===== config.mk =====
export PLATFORM = sky130hd
export DESIGN_NAME = sc_bitstream_accumulator
export DESIGN_NICKNAME = d
export VERILOG_FILES = /design/src/rtl/sc_bitstream_accumulator.sv
export SDC_FILE = /design/constraint.sdc
export NUM_CORES = 1
export LEC_CHECK = 0
export ABC_AREA = 1
export BUFFER_PORTS_ARGS = -buffer_cell sky130_fd_sc_hd__buf_2
export CORE_UTILIZATION = 40
export CTS_BUF_LIST = sky130_fd_sc_hd__clkbuf_2
export DETAILED_ROUTE_END_ITERATION = 12
export GPL_TIMING_DRIVEN = 0
export PLACE_DENSITY = 0.69
export SYNTH_ARGS = -nofsm -noshare
export SYNTH_HDL_FRONTEND = slang
export SYNTH_SLANG_ARGS = --single-unit

===== constraint.sdc =====
create_clock -name clock -period 3.1 [get_ports clock]
set_input_delay 0.31 -clock clock [delete_from_list [all_inputs] [get_ports clock]]
set_output_delay 0.31 -clock clock [all_outputs]
set_load 0.02 [all_outputs]

===== src/rtl/sc_bitstream_accumulator.sv =====
`timescale 1ns/1ps
`default_nettype none
// ============================================================================
// Module   : sc_bitstream_accumulator
// Purpose  : Converts LANES parallel stochastic bitstreams back to binary.
//            Each lane counts its ones over one SC window of SC_LEN enabled
//            cycles. At the window end, marked by sc_count_done, the per-lane
//            counts go into a 2-entry FIFO. The FIFO is drained through a
//            valid/ready handshake.
// Revision : 1.0 - initial release
// ----------------------------------------------------------------------------
// Ports
//   clock          in   1          rising-edge clock
//   reset          in   1          asynchronous reset, active low
//   enable         in   1          sc_bits valid this cycle (window strobe)
//   sc_bits        in   LANES      one stochastic bit per lane
//   sc_count_done  in   1          last bit cycle of the current window
//   flush          in   1          synchronous abort of window and FIFO
//   out_valid      out  1          FIFO head holds a result
//   out_ready      in   1          consumer takes the head this cycle
//   out_data       out  LANES*W    lane i count at out_data[i*W +: W]
//   fifo_count     out  2          FIFO occupancy, 0..2
//   overrun        out  1          sticky: a finished window was dropped
//   clear_overrun  in   1          clears overrun (a same-cycle set wins)
// ============================================================================
module sc_bitstream_accumulator #(
   parameter  int LANES      = 4,
   parameter  int SC_LEN     = 256,
   parameter  int SC_LEN_LOG = 8,
   localparam int W          = SC_LEN_LOG + 1
) (
   input  logic               clock,
   input  logic               reset,
   input  logic               enable,
   input  logic [LANES-1:0]   sc_bits,
   input  logic               sc_count_done,
   input  logic               flush,
   output logic               out_valid,
   input  logic               out_ready,
   output logic [LANES*W-1:0] out_data,
   output logic [1:0]         fifo_count,
   output logic               overrun,
   input  logic               clear_overrun
);

   localparam int            DW         = LANES * W;
   localparam logic [1:0]    C_FIFO_MAX = 2'd2;

   // W is sized to hold exactly SC_LEN. It is only correct when the two
   // length parameters agree.
   if (SC_LEN != (1 << SC_LEN_LOG)) begin : g_len_check
      $error("sc_bitstream_accumulator: SC_LEN must equal 2**SC_LEN_LOG");
   end

   // -------------------------------------------------------------------------
   // Window control
   // -------------------------------------------------------------------------
   logic window_end;    // final enabled bit of a window
   logic push_req;      // a completed window result wants to enter the FIFO
   logic fifo_full;
   logic pop;
   logic push;
   logic drop;          // completed result lost to a full, unpopped FIFO

   // Lane counts including this cycle's bit. This is the value that is
   // pushed at the window end, so the final bit is part of the result.
   logic [DW-1:0] win_data;

   assign window_end = enable & sc_count_done;
   // flush takes priority: a window ending in the same cycle is discarded
   // and is not counted as an overrun.
   assign push_req   = window_end & ~flush;

   // -------------------------------------------------------------------------
   // Per-lane accumulators
   // -------------------------------------------------------------------------
   for (genvar i = 0; i < LANES; i++) begin : g_lane
      logic [W-1:0] acc_q;
      logic [W-1:0] acc_d;
      logic [W-1:0] sum;

      // The largest value is SC_LEN-1 plus the final bit, and W bits hold
      // SC_LEN, so this sum never wraps.
      assign sum = acc_q + {{(W-1){1'b0}}, sc_bits[i]};
      assign win_data[i*W +: W] = sum;

      always_comb begin
         acc_d = acc_q;
         if (flush) begin
            acc_d = '0;
         end else if (enable) begin
            // Restart from zero at the window end so the next enabled cycle
            // is bit 0 of the following window with no bubble.
            acc_d = sc_count_done ? '0 : sum;
         end
      end

      always_ff @(posedge clock or negedge reset) begin
         if (!reset) begin
            acc_q <= '0;
         end else begin
            acc_q <= acc_d;
         end
      end
   end

   // -------------------------------------------------------------------------
   // Two-entry result FIFO
   // -------------------------------------------------------------------------
   logic [DW-1:0] mem_q [2];
   logic          rd_ptr_q;
   logic          rd_ptr_d;
   logic          wr_ptr_q;
   logic          wr_ptr_d;
   logic [1:0]    count_q;
   logic [1:0]    count_d;
   logic          overrun_q;
   logic          overrun_d;

   assign fifo_full = (count_q == C_FIFO_MAX);
   // out_valid comes straight from the occupancy register, so it never has
   // a combinational path from out_ready.
   assign pop       = out_valid & out_ready;
   // When full, a same-cycle pop frees the head slot. The write pointer
   // then equals the read pointer, so the new entry replaces the entry that
   // is leaving.
   assign push      = push_req & (~fifo_full | pop);
   assign drop      = push_req & fifo_full & ~pop;

   always_comb begin
      rd_ptr_d  = rd_ptr_q;
      wr_ptr_d  = wr_ptr_q;
      count_d   = count_q;
      overrun_d = overrun_q;

      if (flush) begin
         rd_ptr_d = 1'b0;
         wr_ptr_d = 1'b0;
         count_d  = 2'd0;
      end else begin
         if (pop) begin
            rd_ptr_d = ~rd_ptr_q;
         end
         if (push) begin
            wr_ptr_d = ~wr_ptr_q;
         end
         case ({push, pop})
            2'b10:   count_d = count_q + 2'd1;
            2'b01:   count_d = count_q - 2'd1;
            default: count_d = count_q;
         endcase
      end

      // drop is already masked by flush, so flush alone leaves overrun as is.
      if (drop) begin
         overrun_d = 1'b1;
      end else if (clear_overrun) begin
         overrun_d = 1'b0;
      end
   end

   always_ff @(posedge clock or negedge reset) begin
      if (!reset) begin
         rd_ptr_q  <= 1'b0;
         wr_ptr_q  <= 1'b0;
         count_q   <= 2'd0;
         overrun_q <= 1'b0;
      end else begin
         rd_ptr_q  <= rd_ptr_d;
         wr_ptr_q  <= wr_ptr_d;
         count_q   <= count_d;
         overrun_q <= overrun_d;
      end
   end

   // The storage needs no reset. out_data is masked whenever the FIFO is
   // empty, and reset empties the FIFO at once.
   always_ff @(posedge clock) begin
      if (push) begin
         mem_q[wr_ptr_q] <= win_data;
      end
   end

   // -------------------------------------------------------------------------
   // Outputs
   // -------------------------------------------------------------------------
   assign out_valid  = (count_q != 2'd0);
   assign fifo_count = count_q;
   assign out_data   = out_valid ? mem_q[rd_ptr_q] : '0;
   assign overrun    = overrun_q;

endmodule
`default_nettype wire


==> results of run 1 <==
## cell type report
| type | instances | area, µm² |
|---|---|---|
| fill | 1138 | 6150 |
| clock inverter | 15 | 240 |
| tap | 168 | 210 |
| timing repair buffer | 61 | 395 |
| inverter | 47 | 176 |
| buffer | 17 | 97.6 |
| sequential | 113 | 3190 |
| clock buffer | 17 | 85.1 |
| multi-input combinational | 313 | 1570 |
## kinds of logic after synthesis
group | after synthesis | share of synthesized area
adders and majority gates | 8 | 0.0200
DFF | 113 | 0.635
AOI/OAI and AO/OA | 69 | 0.0788
and+or+nand+nor | 224 | 0.190
buffers and inverters | 64 | 0.0546
xor gates and xnor gates | 12 | 0.0209
## metal layers
layer	vias up	GRT usage	routed length [µm]
li1	1819	-	-
met1	1784	0.216	4600
met2	69	0.309	5430
met3	17	0.0425	400
met4	0	0.0753	172
met5	-	0	0
## through the flow
stage	worst slack [ns]	hold WS (ns)	total power, mW	cells	area, µm²
after floorplan	0.283	0.0144	2.19	490	5020
after global placement	-0.536	0.477	2.46	708	5480
after detailed placement	1.15	0.492	2.48	710	5550
after CTS	0.434	0.0550	3.74	751	5960
after global routing	0.346	0.0629	3.87	751	5960
final	0.529	0.0929	3.70	751	5960
## synthesized netlist by cell type, types with 4 or more instances
| library cell | count |
|---|---|
| sky130_fd_sc_hd__ha_1 | 8 |
| sky130_fd_sc_hd__inv_1 | 45 |
| sky130_fd_sc_hd__xor2_1 | 12 |
| sky130_fd_sc_hd__nor2_1 | 10 |
| sky130_fd_sc_hd__buf_4 | 4 |
| sky130_fd_sc_hd__nand3_1 | 34 |
| sky130_fd_sc_hd__nor2_2 | 6 |
| sky130_fd_sc_hd__a22o_1 | 10 |
| sky130_fd_sc_hd__dfrtp_1 | 41 |
| sky130_fd_sc_hd__edfxtp_1 | 72 |
| sky130_fd_sc_hd__nand4_1 | 6 |
| sky130_fd_sc_hd__buf_2 | 9 |
| sky130_fd_sc_hd__and2_1 | 8 |
| sky130_fd_sc_hd__a21oi_1 | 38 |
| sky130_fd_sc_hd__o21ai_0 | 10 |
| sky130_fd_sc_hd__o22ai_1 | 7 |
| sky130_fd_sc_hd__nand2_1 | 154 |
## timing repair
| item | CTS | global route |
|---|---|---|
| setup buffers | 0 | 0 |
| hold buffers | 9 | 0 |
| endpoints found under the hold margin | 55 | 0 |
## critical path, cell delays in order (launching register included)
cell and delay, ns:
sky130_fd_sc_hd__dfrtp_1 0.49, sky130_fd_sc_hd__nor2_4 0.33, sky130_fd_sc_hd__clkbuf_1 0.44, sky130_fd_sc_hd__a21oi_1 0.13
sky130_fd_sc_hd__buf_2 0.19
## path summary, 6_finish.rpt
kind | start | end | slack [ns] | cells past startpoint
setup / recovery | fifo_count[0] | out_data[15] | 0.53 | 4
hold / removal | enable | g_lane[3].acc_q[1] | 0.09 | 3
setup reg to reg | fifo_count[0] | mem_q[1][15] | 1.13 | 5
hold reg to reg | g_lane[3].acc_q[8] | g_lane[3].acc_q[8] | 0.53 | 2
max in group asynchronous | reset | g_lane[3].acc_q[6] | 2.20 | 2
min in group asynchronous | reset | g_lane[1].acc_q[3] | 0.29 | 2
## flip-flops by register name (all words and copies together) (netlist names)
name / cells
overrun: 1
fifo_count: 2
g_lane.acc_q: 36
wr_ptr_q: 1
rd_ptr_q: 1
mem_q: 72
## report_power, final
group	internal [mW]	switching [mW]
Sequential	1.64	0.0248
Clock	0.685	0.571
Combinational	0.229	0.554
==> flow_metrics.env, run 1 <==
export IMPL_rsz0062_at_grt="false"
export IMPL_drc=0
export IMPL_grt_ovf=0
export IMPL_fin_skew_ns=0.0200
export IMPL_ctsHtreeMaxLevel=4
export IMPL_finalSetupViolCount=0
export IMPL_power_per_cell_area_nw_per_um2=620
export IMPL_post_cts_resized=0
export IMPL_root_buffer="sky130_fd_sc_hd__clkbuf_2"
export IMPL_synth_async_sr_flop_share=0.363
export IMPL_mostFrequentLayoutCells="sky130_fd_sc_hd__nand2_1 (154), sky130_fd_sc_hd__edfxtp_1 (72), sky130_fd_sc_hd__buf_2 (59)"
export IMPL_post_synth_main_area_contributors="sky130_fd_sc_hd__edfxtp_1 (43%), sky130_fd_sc_hd__dfrtp_1 (20%), sky130_fd_sc_hd__nand2_1 (12%)"
export IMPL_core_region_area_um2=12100
export IMPL_wl_per_cell_um=14.1
export IMPL_worstMarginPinSlew_ns=0.940
export IMPL_ys_seq_elements=113
export IMPL_wirelength_um=10600
export IMPL_grtUsageTotal=0.180
export IMPL_final_core_util=0.492
export IMPL_drt_iter0_drc=160
export IMPL_num_nets_final=589
export IMPL_seq_area_frac_synth=0.635
export IMPL_antenna_violating_nets_post_route=0
export IMPL_die_area_um2=13000
export IMPL_yosys_most_used_dff="sky130_fd_sc_hd__edfxtp_1"
export IMPL_result_of_the_run="completed"
export IMPL_worst_slew_margin_relative_to_its_limit=0.373
export IMPL_vias=3689
export IMPL_post_route_cells_drive_above_1_share=0.187
export IMPL_netlist_instances=490
export IMPL_insertion_delay_ns=0.67
export IMPL_cp_arrival_ns=2.26
export IMPL_synthesis_nets=509
export IMPL_critical_path_max_fanout=10
export IMPL_timing_setup_tns_ns=0
export IMPL_antenna_cells=0
export IMPL_cap_viol_max_count=0
export IMPL_synth_top_area_cell="sky130_fd_sc_hd__edfxtp_1"
export IMPL_antenna_found_initial=0
export IMPL_hold_violation_count_in_the_final_report=0
export IMPL_num_rows=40
export IMPL_floorplan_initialDensity=0.414
export IMPL_pin_count=51
export IMPL_clock_tree_from_tritoncts="built"
export IMPL_critical_path_start_type="flip-flop"
export IMPL_port_buffers=50
export IMPL_final_max_slew_violation_count=0
export IMPL_max_freq_mhz=389
export IMPL_peakVddDrop_mv=0.234
export IMPL_clockBufferDepth=2
export IMPL_leak_pwr_nw=2.69
export IMPL_grt_first_pass_wirelength_um=17600
export IMPL_first_global_vias=3651
export IMPL_post_synth_cell_area_avg_um2=10.2
export IMPL_fp_dieH_um=114
export IMPL_cts_buffers_inserted=17
export IMPL_number_of_synthesized_flops_with_an_enable_pin=72
export IMPL_hp_class="in2reg"
export IMPL_half_perimeter_wire_length_after_detailed_placement_um=7270
export IMPL_gp_routability_congestion=0.811
export IMPL_synth_largest_type_area_fraction=0.431
export IMPL_netlist_area_um2=5020
export IMPL_criticalPathCategory="reg2out"
export IMPL_worstSetupEndpointType="output port"
export IMPL_firstDrtPassIters=8
export IMPL_route_detailed_vias_per_inst=4.91
export IMPL_leading_cell_type_in_the_layout_fill_and_taps_excluded="sky130_fd_sc_hd__nand2_1"
export IMPL_ys_warn_count=0
export IMPL_clock_sink_count=113
export IMPL_fp_dieW_um=114
export IMPL_clkSlewWorstSetupHoldPaths_ns=0.18
export IMPL_maximum_number_of_pins_on_one_net_before_global_route_repair=42
export IMPL_final_min_clock_period_ns=2.57
export IMPL_area_growth_synth_to_final_pct=18.9
export IMPL_required_ns=2.79
export IMPL_period_share=0.829
export IMPL_synth_distinct_cells=27
Power figures use the tool's default switching activity.
==> run 2, diff against run 1 <==
==> constraint.sdc (replaced) <==
create_clock -name clock -period 2.6 [get_ports clock]
set_input_delay 0.26 -clock clock [delete_from_list [all_inputs] [get_ports clock]]
set_output_delay 0.26 -clock clock [all_outputs]
set_load 0.02 [all_outputs]
==> run 2 against run 1 <==
  * Clock skew up 0.0026 ns
  * Core utilization increased by 0.083 points
  * Sequential power increased by 19%
  * Via count shrank 0.49%
  * Global-route usage is the same
  * Die area stayed put
  * Combinational power is 20% higher
  * Critical path depth rose by 3
  * Non-clock buffer count is the same
  * Wire length grew 0.53%
  * Clock power increased by 19%
  * Register-to-register slack lost 0.50 ns
  * Largest power group unchanged
  * Highest routed layer unchanged
==> flow_metrics.env, run 2 (synthesized netlist as in run 1, its figures left out) <==
export IMPL_worstPathCellList="buf_2 > inv_1 > buf_4 > buf_6 > nand2_1 > a21oi_1 > buf_2"
export IMPL_pin_count=51
export IMPL_vias=3671
export IMPL_ff2ff_setup_slack_ns=0.63
export IMPL_critical_path_most_common_cell="sky130_fd_sc_hd__buf_2"
export IMPL_number_of_cells_traversed_by_the_worst_register_to_register_path=5
export IMPL_floorplan_initialDensity=0.414
export IMPL_die_area_um2=13000
export IMPL_worstSetupEndpointType="output port"
export IMPL_num_rows=40
export IMPL_root_buffer="sky130_fd_sc_hd__clkbuf_2"
export IMPL_post_cts_repair_setup_buffers=0
export IMPL_finalSetupViolCount=0
export IMPL_num_nets_final=589
export IMPL_critical_path_max_stage_delay_ns=0.39
export IMPL_wirelength_um=10700
export IMPL_groute_layer_met3_usage=0.0425
export IMPL_multi_input_comb_area_um2=1570
export IMPL_critical_path_max_fanout=10
export IMPL_criticalPathCategory="reg2out"
export IMPL_cp_arrival_ns=2.16
export IMPL_grtUsageMet1=0.216
export IMPL_result_of_the_run="completed"
export IMPL_fin_skew_ns=0.0225
export IMPL_peakVddDrop_mv=0.282
export IMPL_worstMarginPinSlew_ns=0.949
export IMPL_clock_tree_from_tritoncts="built"
export IMPL_port_buffers=50
export IMPL_insertion_delay_ns=0.67
export IMPL_cap_viol_max_count=0
export IMPL_drc=0
export IMPL_pre_cts_slack_ns=0.652
export IMPL_ctsHtreeMaxLevel=4
export IMPL_capture_instance_of_the_worst_register_to_register_path="mem_q[1][15]"
export IMPL_hp_class="in2reg"
export IMPL_power_per_cell_area_nw_per_um2=740
export IMPL_largest_register="mem_q"
export IMPL_clockBufferDepth=2
export IMPL_antenna_violating_nets_post_route=0
export IMPL_largest_reg_flops=72
export IMPL_antenna_cells=0
export IMPL_grt_first_pass_wirelength_um=17600
export IMPL_fp_dieH_um=114
export IMPL_antenna_found_initial=0
export IMPL_grt_util_met2=0.309
export IMPL_timing_setup_tns_ns=0
export IMPL_wl_per_cell_um=14.2
export IMPL_required_ns=2.34
export IMPL_final_max_slew_violation_count=0
export IMPL_maximum_number_of_pins_on_one_net_before_global_route_repair=42
export IMPL_cts_buffers_inserted=17
export IMPL_area_growth_synth_to_final_pct=19.1
export IMPL_leak_pwr_nw=2.69
export IMPL_num_fill_cells=1136
export IMPL_gp_routability_congestion=0.811
export IMPL_grtUsageTotal=0.180
export IMPL_drt_iter0_drc=178
export IMPL_mostFrequentLayoutCells="sky130_fd_sc_hd__nand2_1 (154), sky130_fd_sc_hd__edfxtp_1 (72), sky130_fd_sc_hd__buf_2 (59)"
export IMPL_period_share=0.931
export IMPL_critical_path_start_type="flip-flop"
export IMPL_clkSlewWorstSetupHoldPaths_ns=0.17
export IMPL_grt_busiest_layer="met2"
export IMPL_first_global_vias=3651
export IMPL_leading_cell_type_in_the_layout_fill_and_taps_excluded="sky130_fd_sc_hd__nand2_1"
export IMPL_max_freq_mhz=413
export IMPL_final_critical_path_setup_slack_ns=0.178
export IMPL_rsz0062_at_grt="false"
export IMPL_reg2reg_from="fifo_count[0]"
export IMPL_grt_ovf=0
export IMPL_worst_slew_margin_relative_to_its_limit=0.367
export IMPL_seqCellArea_um2=3190
export IMPL_critical_path_slowest_cell="sky130_fd_sc_hd__dfrtp_1"
export IMPL_hold_violation_count_in_the_final_report=0
export IMPL_hold_path_endpoint="g_lane[3].acc_q[1]"
export IMPL_core_region_area_um2=12100
export IMPL_hold_depth=3
export IMPL_firstDrtPassIters=5
export IMPL_fp_dieW_um=114
export IMPL_post_route_cells_drive_above_1_share=0.192
export IMPL_clock_sink_count=113
export IMPL_route_detailed_vias_per_inst=4.89
export IMPL_hold_start="enable"
export IMPL_final_min_clock_period_ns=2.42
export IMPL_half_perimeter_wire_length_after_detailed_placement_um=7270
-- run 2: changes by cell type in the layout (fill, tap and decap cells not counted) --
cell                       change
sky130_fd_sc_hd__a21oi_1       -1
sky130_fd_sc_hd__clkbuf_1      -1
sky130_fd_sc_hd__buf_1         -1
sky130_fd_sc_hd__buf_6         +1
sky130_fd_sc_hd__clkbuf_2      +2
sky130_fd_sc_hd__buf_4         -1
sky130_fd_sc_hd__a21oi_2       +1
-- run 2: area by class of cell --
type / instances / area share
clock buffers: 17 / 0.0142
multi-input cells: 313 / 0.264
flip-flops and latches: 113 / 0.534
repair buffers: 61 / 0.0662
inverters: 47 / 0.0295
clock inverters: 15 / 0.0402
plain buffers: 17 / 0.0174
well taps: 168 / 0.0352
-- run 2: critical path, delay by kind of cell, from the launching register on --
family	cells	cell delay [ns]
and+or+nand+nor	1	0.06
DFF	1	0.39
buffers and inverters	5	0.84
AOI/OAI and AO/OA	1	0.20
-- run 2: power breakdown --
part | switching (mW) | internal [mW] | leakage (nW)
clock | 0.681 | 0.816 | 0.170
combinational | 0.663 | 0.279 | 1.27
sequential | 0.0296 | 1.95 | 1.26
total | 1.37 | 3.05 | 2.69
-- run 2: per-layer routing --
metal	wire, µm	vias up
li1	-	1815
met1	4530	1762
met2	5470	78
met3	494	16
met4	167	0
met5	0	-
-- run 2: how the worst max path moves through the flow --
stage	from	end	slack, ns	cells after the start
2_1_floorplan	fifo_count[0]	mem_q[0][0]	-0.22	4
3_3_place_gp	fifo_count[0]	mem_q[0][13]	-1.04	4
3_5_place_dp	fifo_count[0]	mem_q[0][12]	0.65	5
4_1_cts	rd_ptr_q	out_data[15]	0.04	7
5_1_grt	rd_ptr_q	out_data[19]	0.02	7
6_report	rd_ptr_q	out_data[15]	0.18	7
-- run 2: per-stage QoR --
stage	instance area, µm²	std cells	power [mW]	util	hold slack, ns
final	5970	751	4.42	0.493	0.0457
after global routing	5970	751	4.62	0.493	0.0129
after CTS	5960	751	4.46	0.492	0.00497
after detailed placement	5550	710	2.95	0.458	0.453
after global placement	5480	708	2.94	0.452	0.461
after floorplan	5020	490	2.61	-	-0.0356
-- run 2: what timing repair did --
action                     4_1_cts  5_1_grt
hold buffers                     9        0
setup endpoints to repair        1        2
resized for setup                1        3
hold endpoints to repair        58        0
